File: config.mk
export PLATFORM = sky130hd
export DESIGN_NAME = dmem_arbiter_flat
export DESIGN_NICKNAME = d
export VERILOG_FILES = /design/src/rtl/dmem_arb_pkg.sv /design/src/rtl/dmem_arbiter_if.sv /design/src/rtl/dmem_arb_pick.sv /design/src/rtl/dmem_arbiter.sv /design/src/flat_wrapper.sv
export SDC_FILE = /design/constraint.sdc
export NUM_CORES = 1
export LEC_CHECK = 0
export CAP_MARGIN = 25
export CORE_ASPECT_RATIO = 1.1
export CORE_UTILIZATION = 36
export CTS_CLUSTER_SIZE = 24
export DETAILED_ROUTE_END_ITERATION = 8
export PLACE_DENSITY = 0.86
export SLEW_MARGIN = 10
export SYNTH_ARGS = -nofsm -noshare
export SYNTH_HDL_FRONTEND = slang
export SYNTH_SLANG_ARGS = --single-unit
File: constraint.sdc
create_clock -name clk -period 3.2 [get_ports clk]
set_clock_uncertainty 0.2 [all_clocks]
set_input_delay 0.48 -clock clk [delete_from_list [all_inputs] [get_ports clk]]
set_output_delay 0.48 -clock clk [all_outputs]
set_load 0.01 [all_outputs]
File: src/rtl/dmem_arb_pkg.sv
// Shared types and default widths for the data-memory arbiter.
package dmem_arb_pkg;

  localparam int unsigned ADDR_W_DEF = 11;
  localparam int unsigned DATA_W_DEF = 32;
  localparam int unsigned CNT_W_DEF  = 16;

  typedef enum logic [1:0] {
    IDLE    = 2'd0,
    ACC_CPU = 2'd1,
    ACC_DBG = 2'd2,
    RESP    = 2'd3
  } state_t;

  typedef enum logic {
    REQ_CPU = 1'b0,
    REQ_DBG = 1'b1
  } req_id_t;

endpackage

File: src/rtl/dmem_arbiter_if.sv
// CPU port, debug-loader port and shared memory bus of the data-memory arbiter.
interface dmem_arbiter_if
  import dmem_arb_pkg::*;
#(
  parameter int unsigned ADDR_W = ADDR_W_DEF,
  parameter int unsigned DATA_W = DATA_W_DEF
);
  logic              cpu_req;
  logic              cpu_we;
  logic [ADDR_W-1:0] cpu_addr;
  logic [DATA_W-1:0] cpu_wdata;
  logic [DATA_W-1:0] cpu_rdata;
  logic              cpu_ack;
  logic              cpu_stall;

  logic              dbg_req;
  logic              dbg_we;
  logic [ADDR_W-1:0] dbg_addr;
  logic [DATA_W-1:0] dbg_wdata;
  logic [DATA_W-1:0] dbg_rdata;
  logic              dbg_ack;

  logic [ADDR_W-1:0] mem_addr;
  logic [DATA_W-1:0] mem_wdata;
  logic              mem_we;
  logic              mem_re;
  logic [DATA_W-1:0] mem_rdata;

  // Arbiter side
  modport slave (
    input  cpu_req, cpu_we, cpu_addr, cpu_wdata,
    output cpu_rdata, cpu_ack, cpu_stall,
    input  dbg_req, dbg_we, dbg_addr, dbg_wdata,
    output dbg_rdata, dbg_ack,
    output mem_addr, mem_wdata, mem_we, mem_re,
    input  mem_rdata
  );

  // Requesters and memory side
  modport master (
    output cpu_req, cpu_we, cpu_addr, cpu_wdata,
    input  cpu_rdata, cpu_ack, cpu_stall,
    output dbg_req, dbg_we, dbg_addr, dbg_wdata,
    input  dbg_rdata, dbg_ack,
    input  mem_addr, mem_wdata, mem_we, mem_re,
    output mem_rdata
  );
endinterface

File: src/rtl/dmem_arb_pick.sv
// Two-way combinational winner select with last-grant tie break and exclude mask.
module dmem_arb_pick
  import dmem_arb_pkg::*;
(
  input  logic [1:0] req,
  input  req_id_t    last,
  input  logic [1:0] excl,
  output logic       valid,
  output req_id_t    winner
);
  logic [1:0] eff;

  always_comb begin
    eff    = req & ~excl;
    valid  = |eff;
    winner = REQ_CPU;
    case (eff)
      2'b10:   winner = REQ_DBG;
      2'b11:   winner = (last == REQ_CPU) ? REQ_DBG : REQ_CPU;
      default: winner = REQ_CPU;
    endcase
  end
endmodule

File: src/rtl/dmem_arbiter.sv
// Arbitrates CPU and debug-loader access to a single-port data memory.
// Define DMEM_ARB_RR_EN for round-robin tie breaking (default: CPU priority).
module dmem_arbiter
  import dmem_arb_pkg::*;
#(
  parameter int unsigned ADDR_W = ADDR_W_DEF,
  parameter int unsigned DATA_W = DATA_W_DEF,
  parameter int unsigned CNT_W  = CNT_W_DEF
) (
  input  logic             clk,
  input  logic             rst,
  dmem_arbiter_if.slave    bus,
  output logic [CNT_W-1:0] conflict_cnt
);
  state_t            state_q, state_d;
  req_id_t           cur_q, cur_d;
  req_id_t           last_grant;
  logic [DATA_W-1:0] cpu_rdata_q, dbg_rdata_q;
  logic [CNT_W-1:0]  cnt_q;
  logic [1:0]        excl;
  logic              pick_valid;
  req_id_t           pick_id;
  logic              contend;
  logic [ADDR_W-1:0] acc_addr;
  logic [DATA_W-1:0] acc_wdata;
  logic              acc_we, acc_re, cpu_ack, dbg_ack;

  // In RESP the requester just acknowledged is masked out of arbitration.
  assign excl = (state_q != RESP)  ? 2'b00 :
                (cur_q == REQ_CPU) ? 2'b01 : 2'b10;

  dmem_arb_pick u_pick (
    .req    ({bus.dbg_req, bus.cpu_req}),
    .last   (last_grant),
    .excl   (excl),
    .valid  (pick_valid),
    .winner (pick_id)
  );

`ifdef DMEM_ARB_RR_EN
  req_id_t last_q;
  always_ff @(posedge clk) begin
    if (rst)
      last_q <= REQ_DBG;
    else if ((state_q == IDLE || state_q == RESP) && pick_valid)
      last_q <= pick_id;
  end
  assign last_grant = last_q;
`else
  assign last_grant = REQ_DBG;
`endif

  always_comb begin
    state_d = state_q;
    cur_d   = cur_q;
    unique case (state_q)
      IDLE, RESP: begin
        if (pick_valid) begin
          state_d = (pick_id == REQ_CPU) ? ACC_CPU : ACC_DBG;
          cur_d   = pick_id;
        end else begin
          state_d = IDLE;
        end
      end
      ACC_CPU, ACC_DBG: state_d = RESP;
    endcase
  end

  // Outputs are forced quiet while rst is high so an aborted write never lands.
  always_comb begin
    acc_addr  = '0;
    acc_wdata = '0;
    acc_we    = 1'b0;
    acc_re    = 1'b0;
    cpu_ack   = 1'b0;
    dbg_ack   = 1'b0;
    if (!rst) begin
      unique case (state_q)
        ACC_CPU: begin
          acc_addr  = bus.cpu_addr;
          acc_wdata = bus.cpu_wdata;
          acc_we    = bus.cpu_we;
          acc_re    = ~bus.cpu_we;
        end
        ACC_DBG: begin
          acc_addr  = bus.dbg_addr;
          acc_wdata = bus.dbg_wdata;
          acc_we    = bus.dbg_we;
          acc_re    = ~bus.dbg_we;
        end
        RESP: begin
          cpu_ack = (cur_q == REQ_CPU);
          dbg_ack = (cur_q == REQ_DBG);
        end
        default: ;
      endcase
    end
  end

  always_comb begin
    contend = 1'b0;
    unique case (state_q)
      IDLE:    contend = bus.cpu_req & bus.dbg_req;
      ACC_CPU: contend = bus.dbg_req;
      ACC_DBG: contend = bus.cpu_req;
      RESP:    contend = (cur_q == REQ_CPU) ? bus.dbg_req : bus.cpu_req;
    endcase
  end

  always_ff @(posedge clk) begin
    if (rst) begin
      state_q     <= IDLE;
      cur_q       <= REQ_CPU;
      cpu_rdata_q <= '0;
      dbg_rdata_q <= '0;
      cnt_q       <= '0;
    end else begin
      state_q <= state_d;
      cur_q   <= cur_d;
      if (state_q == ACC_CPU && !bus.cpu_we) cpu_rdata_q <= bus.mem_rdata;
      if (state_q == ACC_DBG && !bus.dbg_we) dbg_rdata_q <= bus.mem_rdata;
      if (contend && cnt_q != '1) cnt_q <= cnt_q + 1'b1;
    end
  end

  assign bus.mem_addr  = acc_addr;
  assign bus.mem_wdata = acc_wdata;
  assign bus.mem_we    = acc_we;
  assign bus.mem_re    = acc_re;
  assign bus.cpu_ack   = cpu_ack;
  assign bus.dbg_ack   = dbg_ack;
  assign bus.cpu_stall = bus.cpu_req & ~cpu_ack;
  assign bus.cpu_rdata = cpu_rdata_q;
  assign bus.dbg_rdata = dbg_rdata_q;
  assign conflict_cnt  = cnt_q;
endmodule

File: src/flat_wrapper.sv
// flat-port wrapper written by rule: the top's interface ports become plain ports
module dmem_arbiter_flat import dmem_arb_pkg::*;
#(
  parameter int unsigned ADDR_W = ADDR_W_DEF,
  parameter int unsigned DATA_W = DATA_W_DEF,
  parameter int unsigned CNT_W  = CNT_W_DEF
)
  (clk, rst, conflict_cnt, bus_cpu_req, bus_cpu_we, bus_cpu_addr, bus_cpu_wdata, bus_cpu_rdata, bus_cpu_ack, bus_cpu_stall, bus_dbg_req, bus_dbg_we, bus_dbg_addr, bus_dbg_wdata, bus_dbg_rdata, bus_dbg_ack, bus_mem_addr, bus_mem_wdata, bus_mem_we, bus_mem_re, bus_mem_rdata);
  dmem_arbiter_if #(.ADDR_W(ADDR_W), .DATA_W(DATA_W)) bus_i ();
  input  logic clk;
  input  logic rst;
  output logic [CNT_W-1:0] conflict_cnt;
  input wire logic [$bits(bus_i.cpu_req)-1:0] bus_cpu_req;
  input wire logic [$bits(bus_i.cpu_we)-1:0] bus_cpu_we;
  input wire logic [$bits(bus_i.cpu_addr)-1:0] bus_cpu_addr;
  input wire logic [$bits(bus_i.cpu_wdata)-1:0] bus_cpu_wdata;
  output wire logic [$bits(bus_i.cpu_rdata)-1:0] bus_cpu_rdata;
  output wire logic [$bits(bus_i.cpu_ack)-1:0] bus_cpu_ack;
  output wire logic [$bits(bus_i.cpu_stall)-1:0] bus_cpu_stall;
  input wire logic [$bits(bus_i.dbg_req)-1:0] bus_dbg_req;
  input wire logic [$bits(bus_i.dbg_we)-1:0] bus_dbg_we;
  input wire logic [$bits(bus_i.dbg_addr)-1:0] bus_dbg_addr;
  input wire logic [$bits(bus_i.dbg_wdata)-1:0] bus_dbg_wdata;
  output wire logic [$bits(bus_i.dbg_rdata)-1:0] bus_dbg_rdata;
  output wire logic [$bits(bus_i.dbg_ack)-1:0] bus_dbg_ack;
  output wire logic [$bits(bus_i.mem_addr)-1:0] bus_mem_addr;
  output wire logic [$bits(bus_i.mem_wdata)-1:0] bus_mem_wdata;
  output wire logic [$bits(bus_i.mem_we)-1:0] bus_mem_we;
  output wire logic [$bits(bus_i.mem_re)-1:0] bus_mem_re;
  input wire logic [$bits(bus_i.mem_rdata)-1:0] bus_mem_rdata;
  assign bus_i.cpu_req = bus_cpu_req;
  assign bus_i.cpu_we = bus_cpu_we;
  assign bus_i.cpu_addr = bus_cpu_addr;
  assign bus_i.cpu_wdata = bus_cpu_wdata;
  assign bus_cpu_rdata = bus_i.cpu_rdata;
  assign bus_cpu_ack = bus_i.cpu_ack;
  assign bus_cpu_stall = bus_i.cpu_stall;
  assign bus_i.dbg_req = bus_dbg_req;
  assign bus_i.dbg_we = bus_dbg_we;
  assign bus_i.dbg_addr = bus_dbg_addr;
  assign bus_i.dbg_wdata = bus_dbg_wdata;
  assign bus_dbg_rdata = bus_i.dbg_rdata;
  assign bus_dbg_ack = bus_i.dbg_ack;
  assign bus_mem_addr = bus_i.mem_addr;
  assign bus_mem_wdata = bus_i.mem_wdata;
  assign bus_mem_we = bus_i.mem_we;
  assign bus_mem_re = bus_i.mem_re;
  assign bus_i.mem_rdata = bus_mem_rdata;
  dmem_arbiter #(.ADDR_W(ADDR_W), .DATA_W(DATA_W), .CNT_W(CNT_W)) u_core (.clk(clk), .rst(rst), .bus(bus_i), .conflict_cnt(conflict_cnt));
endmodule
==> results of run 1 <==
[worst max-delay path by stage]
stage | slack, ps | to | from | depth (start not counted)
after detailed placement | 300 | u_core.conflict_cnt[9] | bus_cpu_req | 6
final | 160 | bus_mem_wdata[27] | u_core.state_q[0] | 6
after CTS | 160 | bus_mem_wdata[27] | u_core.state_q[0] | 6
after floorplan | 880 | u_core.conflict_cnt[15] | u_core.state_q[0] | 7
after global routing | 30 | bus_mem_wdata[23] | u_core.state_q[1] | 6
after global placement | 360 | u_core.conflict_cnt[9] | bus_cpu_req | 6
[power breakdown]
part / leakage, nW / total (mW) / internal, mW / switching (mW)
logic: 1.44 / 0.870 / 0.441 / 0.429
registers: 0.674 / 1.14 / 1.10 / 0.0493
clock network: 0.152 / 1.04 / 0.642 / 0.398
[metal layers]
| layer | track usage [%] | vias to the layer above | wire length (microns) |
|---|---|---|---|
| met5 | 0 | - | 0 |
| met4 | 10.1 | 0 | 352 |
| met3 | 6.93 | 25 | 1060 |
| met2 | 46.5 | 226 | 7480 |
| met1 | 27.4 | 2138 | 5520 |
| li1 | - | 2218 | - |
[cells by family (layout without fill, tap and decap cells)]
kind of cell               Yosys count  in the layout  share of synthesized area (%)
and+or+nand+nor                    236            236                           26.6
xor gates and xnor gates             7              7                           1.61
muxes                                2              2                          0.558
AOI/OAI and AO/OA                  131            131                           21.2
buffers and inverters               48            282                           4.76
DFF                                 83             83                           43.6
adders and majority gates            5              5                           1.64
[final cells by class]
cell class / instances / area, sq um
Clock buffer: 11 / 253
Clock inverter: 4 / 48.8
Fill cell: 864 / 3620
Inverter: 7 / 26.3
Multi-Input combinational cell: 381 / 1970
Sequential cell: 83 / 1660
Tap cell: 143 / 179
Timing Repair Buffer: 260 / 2590
[metrics by stage]
step	hold slack [ps]	util, %	power (mW)	setup WS [ps]	area, sq um
after floorplan	281	-	1.56	878	3810
after global placement	240	62.1	2.01	360	6430
after detailed placement	247	62.1	2.03	304	6430
after CTS	255	65.0	3.07	157	6730
after global routing	274	65.0	3.19	32.8	6730
final	253	65.0	3.05	163	6730
[tightest hold or removal path, stage by stage (launching register included)]
cell     delay [ps]
dfxtp_1         300
nand2_1          50
a21oi_1          50
[synthesized netlist by cell type]
| master | count | area share, % |
|---|---|---|
| a311oi_1 | 1 | 0.23 |
| xnor2_1 | 6 | 1.4 |
| buf_1 | 2 | 0.20 |
| nor4b_1 | 1 | 0.23 |
| inv_1 | 7 | 0.69 |
| or3_1 | 8 | 1.3 |
| a221o_1 | 1 | 0.26 |
| o21ai_0 | 4 | 0.53 |
| nor3_1 | 2 | 0.26 |
| nor2b_1 | 4 | 0.66 |
| a21oi_1 | 73 | 9.6 |
| clkbuf_1 | 38 | 3.7 |
| mux2_2 | 1 | 0.30 |
| nor3b_1 | 1 | 0.20 |
| nor4_1 | 10 | 1.6 |
| xor2_1 | 1 | 0.23 |
| nand2b_1 | 4 | 0.66 |
| nand4_1 | 5 | 0.82 |
| a311o_1 | 1 | 0.26 |
| or2_0 | 1 | 0.16 |
| ha_1 | 5 | 1.6 |
| mux2i_1 | 1 | 0.26 |
| buf_2 | 1 | 0.13 |
| a21oi_2 | 1 | 0.23 |
| nand2_1 | 132 | 13 |
| nor2_1 | 55 | 5.4 |
| or4_1 | 3 | 0.59 |
| nand3_1 | 7 | 0.92 |
| or4_4 | 1 | 0.30 |
| a22oi_1 | 44 | 8.7 |
| a21boi_2 | 1 | 0.30 |
| and4_1 | 2 | 0.46 |
| o21ba_2 | 1 | 0.26 |
| o31a_1 | 1 | 0.23 |
| o31ai_1 | 3 | 0.59 |
| dfxtp_1 | 83 | 44 |
[flip-flops by register name, summed over array words and instances (netlist names)]
name / flops
u_core.bus.cpu_rdata: 32
u_core.bus.dbg_rdata: 32
u_core.conflict_cnt: 16
u_core.cur_q: 1
u_core.state_q: 2
==> reports/results.ini, run 1 <==
[status]
status = finished clean

[routing]
drt-wirelength-per-cell_microns = 16.2
wl_mm = 14.4
drt_iter0_markers = 287
routed_via_density = 5.18
first_pass_iters = 7
ant_nets = 0
post-route-drc-count = 0
num_vias = 4607

[global_routing]
grt_max_degree = 86
grt_pass1_wl_mm = 21.3
overflow = 0
grt_pass1_vias = 4326
globalRouteTotalUtil_pct = 25.2
antenna_found_initial = 0

[cts]
cts_buffers = 9
ctsHoldBuffers = 0
root_buffer = clkbuf_16
postCtsSetupRepairBufs = 0
clkTransAtPathRegs_ps = 60
clockBufferDepth = 2
htreeDepth = 3
tritoncts = yes
cts_resized = 0
clock_latency_ps = 330
cts.sinks = 83

[floorplanning]
die_area_sq_um = 11000
die_h_microns = 110
num_rows = 39
start_util_pct = 36.8
pin_count = 252
core_area_sq_um = 10300
fp.dieW_microns = 100

[finish]
area_growth_pct = 76.7
layout_common_cells = 250 x clkdlybuf4s50_1, 132 x nand2_1, 83 x dfxtp_1, 73 x a21oi_1, 55 x nor2_1
final_common_cell = clkdlybuf4s50_1
finalNetCount = 871
layout.cells.non_filler = 889
drive_gt1_share_pct = 4.42
diodes = 0

[setup_path]
cp_slowest_cell = clkdlybuf4s50_1
cp_max_fo = 36
path_class = reg2out
worstSetupStartpointType = flip-flop
required_ps = 2520
reg2reg_depth = 8
crit_arrival_ps = 2360
critPathTopFamily = buffers and inverters
r2r_start = u_core.state_q[1]
r2r_slack_ps = 570
cp_cell_sequence = inv_1, ha_1, nand2b_2, buf_4, nor2_1, clkdlybuf4s50_1
worst-path-buf-inv = 3
reg2reg_to = u_core.conflict_cnt[9]
end_kind = output pin
cpPeakStageDelay_ps = 550

[power]
p_leak_nw = 2.26
powerDensity_nw_per_um2 = 454
max-vdd-ir-drop_v = 0.000258

[sta]
rsz0062_at_grt = no
finalHoldViolCount = 0
fin_crit_sh_pct = 94.9
fin_tns_setup_ps = 0
finalSetupViolCount = 0
timing.final.crit_period_ps = 3040
drv_slew = 0
max_slew_margin_pct = 41.2
worstMarginPinSlew_ps = 883
max_freq_ghz = 0.329

[placement]
gp_congestion = 0.875
hpwl_mm = 10.8
dp.cells = 874
io_buffers = 251

[hold_path]
hold_start = u_core.bus.cpu_rdata[4]
min_to = u_core.bus.cpu_rdata[4]
hold_path_class = reg2reg
min_path_cells = 2

[yosys]
synth_seq_cells = 83
syn_avg_cell_area_sq_um = 7.44
ys_seq_area_share_pct = 43.6
ys_types = 36
synth_area_sq_um = 3810
ys_warn_count = 0
syn-num-nets = 641
syn_inst = 512

[flow_run]
maxCapViolCount = 0

Note: power is estimated with default switching activity, not from simulation.
==> run 2: changes to the inputs <==
- SKIP_CTS_REPAIR_TIMING: not set -> 1
==> results of run 2 <==
Same layout as run 1: the final DEF is identical, and so are final timing and power.
==> run 3: changes to the inputs <==
- ABC_AREA: not set -> 0
- CORE_AREA: not set -> 2 2 98 100
- CORE_ASPECT_RATIO: 1.1 -> not set
- CORE_UTILIZATION: 36 -> not set
- DIE_AREA: not set -> 0 0 100 102
- DONT_BUFFER_PORTS: not set -> 1
- PLACE_DENSITY: 0.86 -> 0.61
- clock period: 3.2 -> 3.5 ns (I/O delays scaled with it)
==> reports/results.ini, run 3 (synthesis results as in run 1) <==
[status]
status = finished clean

[power]
switching_share_pct = 31.6
p_leak_nw = 1.30
seq_power_share_pct = 47.5
powerDensity_nw_per_um2 = 552
p_comb_share_pct = 18.0
max-vdd-ir-drop_v = 0.000195
power.share.clock_pct = 34.5
internal-power_mw = 1.55
power.switching_mw = 0.716

[sta]
drv_slew = 0
timing.final.crit_period_ps = 2700
worstMarginPinSlew_ps = 503
max_freq_ghz = 0.370
finalHoldViolCount = 0
fin_crit_sh_pct = 77.3
max_slew_margin_pct = 66.1
finalSetupViolCount = 0
rsz0062_at_grt = no
hold_slack_ps = 24.8
fin_tns_setup_ps = 0

[finish]
layout_common_cells = 132 x nand2_1, 83 x dfxtp_1, 73 x a21oi_1, 55 x nor2_1, 44 x a22oi_1
fillers = 905
area_growth_pct = 7.62
final_common_cell = nand2_1
drive_gt1_share_pct = 6.45
layout.cells.non_filler = 607
diodes = 0
finalNetCount = 620

[routing]
ant_nets = 0
routed_via_density = 5.78
post-route-drc-count = 0
num_vias = 3510
wl_mm = 11.6
drt-wirelength-per-cell_microns = 19.1
drt_iter0_markers = 237
first_pass_iters = 4

[cts]
root_buffer = clkbuf_8
clockBufferDepth = 2
cts_buffers = 9
cts.sinks = 83
tritoncts = yes
clock_latency_ps = 360
clkTransAtPathRegs_ps = 100
htreeDepth = 3

[setup_path]
cp_cell_sequence = inv_1, ha_1, nand2b_1, buf_4, a21oi_1, buf_4
cp_slowest_cell = dfxtp_1
worstSetupStartpointType = flip-flop
end_kind = output pin
cp_max_fo = 21
crit_arrival_ps = 1980
r2r_slack_ps = 1050
required_ps = 2770
path_class = reg2out
crit_top_cell = buf_4
cpPeakStageDelay_ps = 370

[flow_run]
maxCapViolCount = 0

[placement]
io_buffers = 0
hpwl_mm = 8.69
gp_congestion = 0.922
dp.cells = 591

[global_routing]
antenna_found_initial = 0
grt_pass1_vias = 3055
grt_pass1_wl_mm = 16.5
overflow = 0
grt_max_degree = 88
globalRouteTotalUtil_pct = 20.8

[floorplanning]
die_area_sq_um = 10200
pin_count = 252
die_h_microns = 102
core_area_sq_um = 9110
num_rows = 35
fp.dieW_microns = 100
start_util_pct = 41.8

[hold_path]
hold_path_class = in2reg

-- run 3: changes by cell type in the layout (fill, tap and decap cells not counted), sizes merged --
cell | previous run | this run
bufinv | 1 | 2
clkdlybuf4s50 | 250 | 0
clkinvlp | 0 | 1
clkbuf | 11 | 9
buf | 10 | 9
inv | 8 | 9
-- run 3: final timing paths --
check	start	to	cells after the start
setup / recovery	u_core.state_q[0]	bus_mem_re	6
hold / removal	rst	u_core.conflict_cnt[9]	1
setup reg to reg	u_core.state_q[0]	u_core.conflict_cnt[15]	7
hold reg to reg	u_core.bus.cpu_rdata[0]	u_core.bus.cpu_rdata[0]	2
-- run 3: area by class of cell --
cell class / count / area (sq um) / area share [%]
inverters: 7 / 26.3 / 0.641
clock buffers: 9 / 124 / 3.02
multi-input cells: 381 / 1970 / 48.1
well taps: 111 / 139 / 3.39
repair buffers: 9 / 67.6 / 1.65
clock inverters: 7 / 110 / 2.69
flip-flops and latches: 83 / 1660 / 40.5
-- run 3: power groups by stage --
stage | Sequential [mW] | Clock [mW] | Combinational (mW)
3_3_place_gp | 1.10 | 0 | 0.394
3_5_place_dp | 1.10 | 0 | 0.404
4_1_cts | 1.07 | 0.802 | 0.405
2_1_floorplan | 1.08 | 0 | 0.344
6_report | 1.07 | 0.782 | 0.407
5_1_grt | 1.08 | 0.852 | 0.456
-- run 3: worst max-delay path, delay by kind of cell, from the launching register on --
family                   cells  cell delay, ps
AO/OA/AOI/OAI                1              70
adder cells (fa/ha/maj)      1             340
buffers and inverters        3             530
flip-flops                   1             370
AND/OR/NAND/NOR              1             310
-- run 3: layer usage --
| layer | wire length (microns) | up-vias | global-route usage, % |
|---|---|---|---|
| li1 | - | 1707 | - |
| met3 | 1120 | 19 | 6.98 |
| met1 | 4170 | 1603 | 22.2 |
| met4 | 258 | 0 | 7.90 |
| met2 | 6030 | 181 | 38.0 |
| met5 | 0 | - | 0 |
-- run 3: through the flow --
| stage | utilization (%) | setup WS (ps) | total power [mW] | instance area, sq um |
|---|---|---|---|---|
| 2_1_floorplan | - | 1180 | 1.42 | 3810 |
| 3_3_place_gp | 42.4 | 1130 | 1.49 | 3860 |
| 3_5_place_dp | 42.4 | 1080 | 1.50 | 3860 |
| 4_1_cts | 45.0 | 772 | 2.28 | 4100 |
| 5_1_grt | 45.0 | 617 | 2.39 | 4100 |
| 6_report | 45.0 | 796 | 2.26 | 4100 |
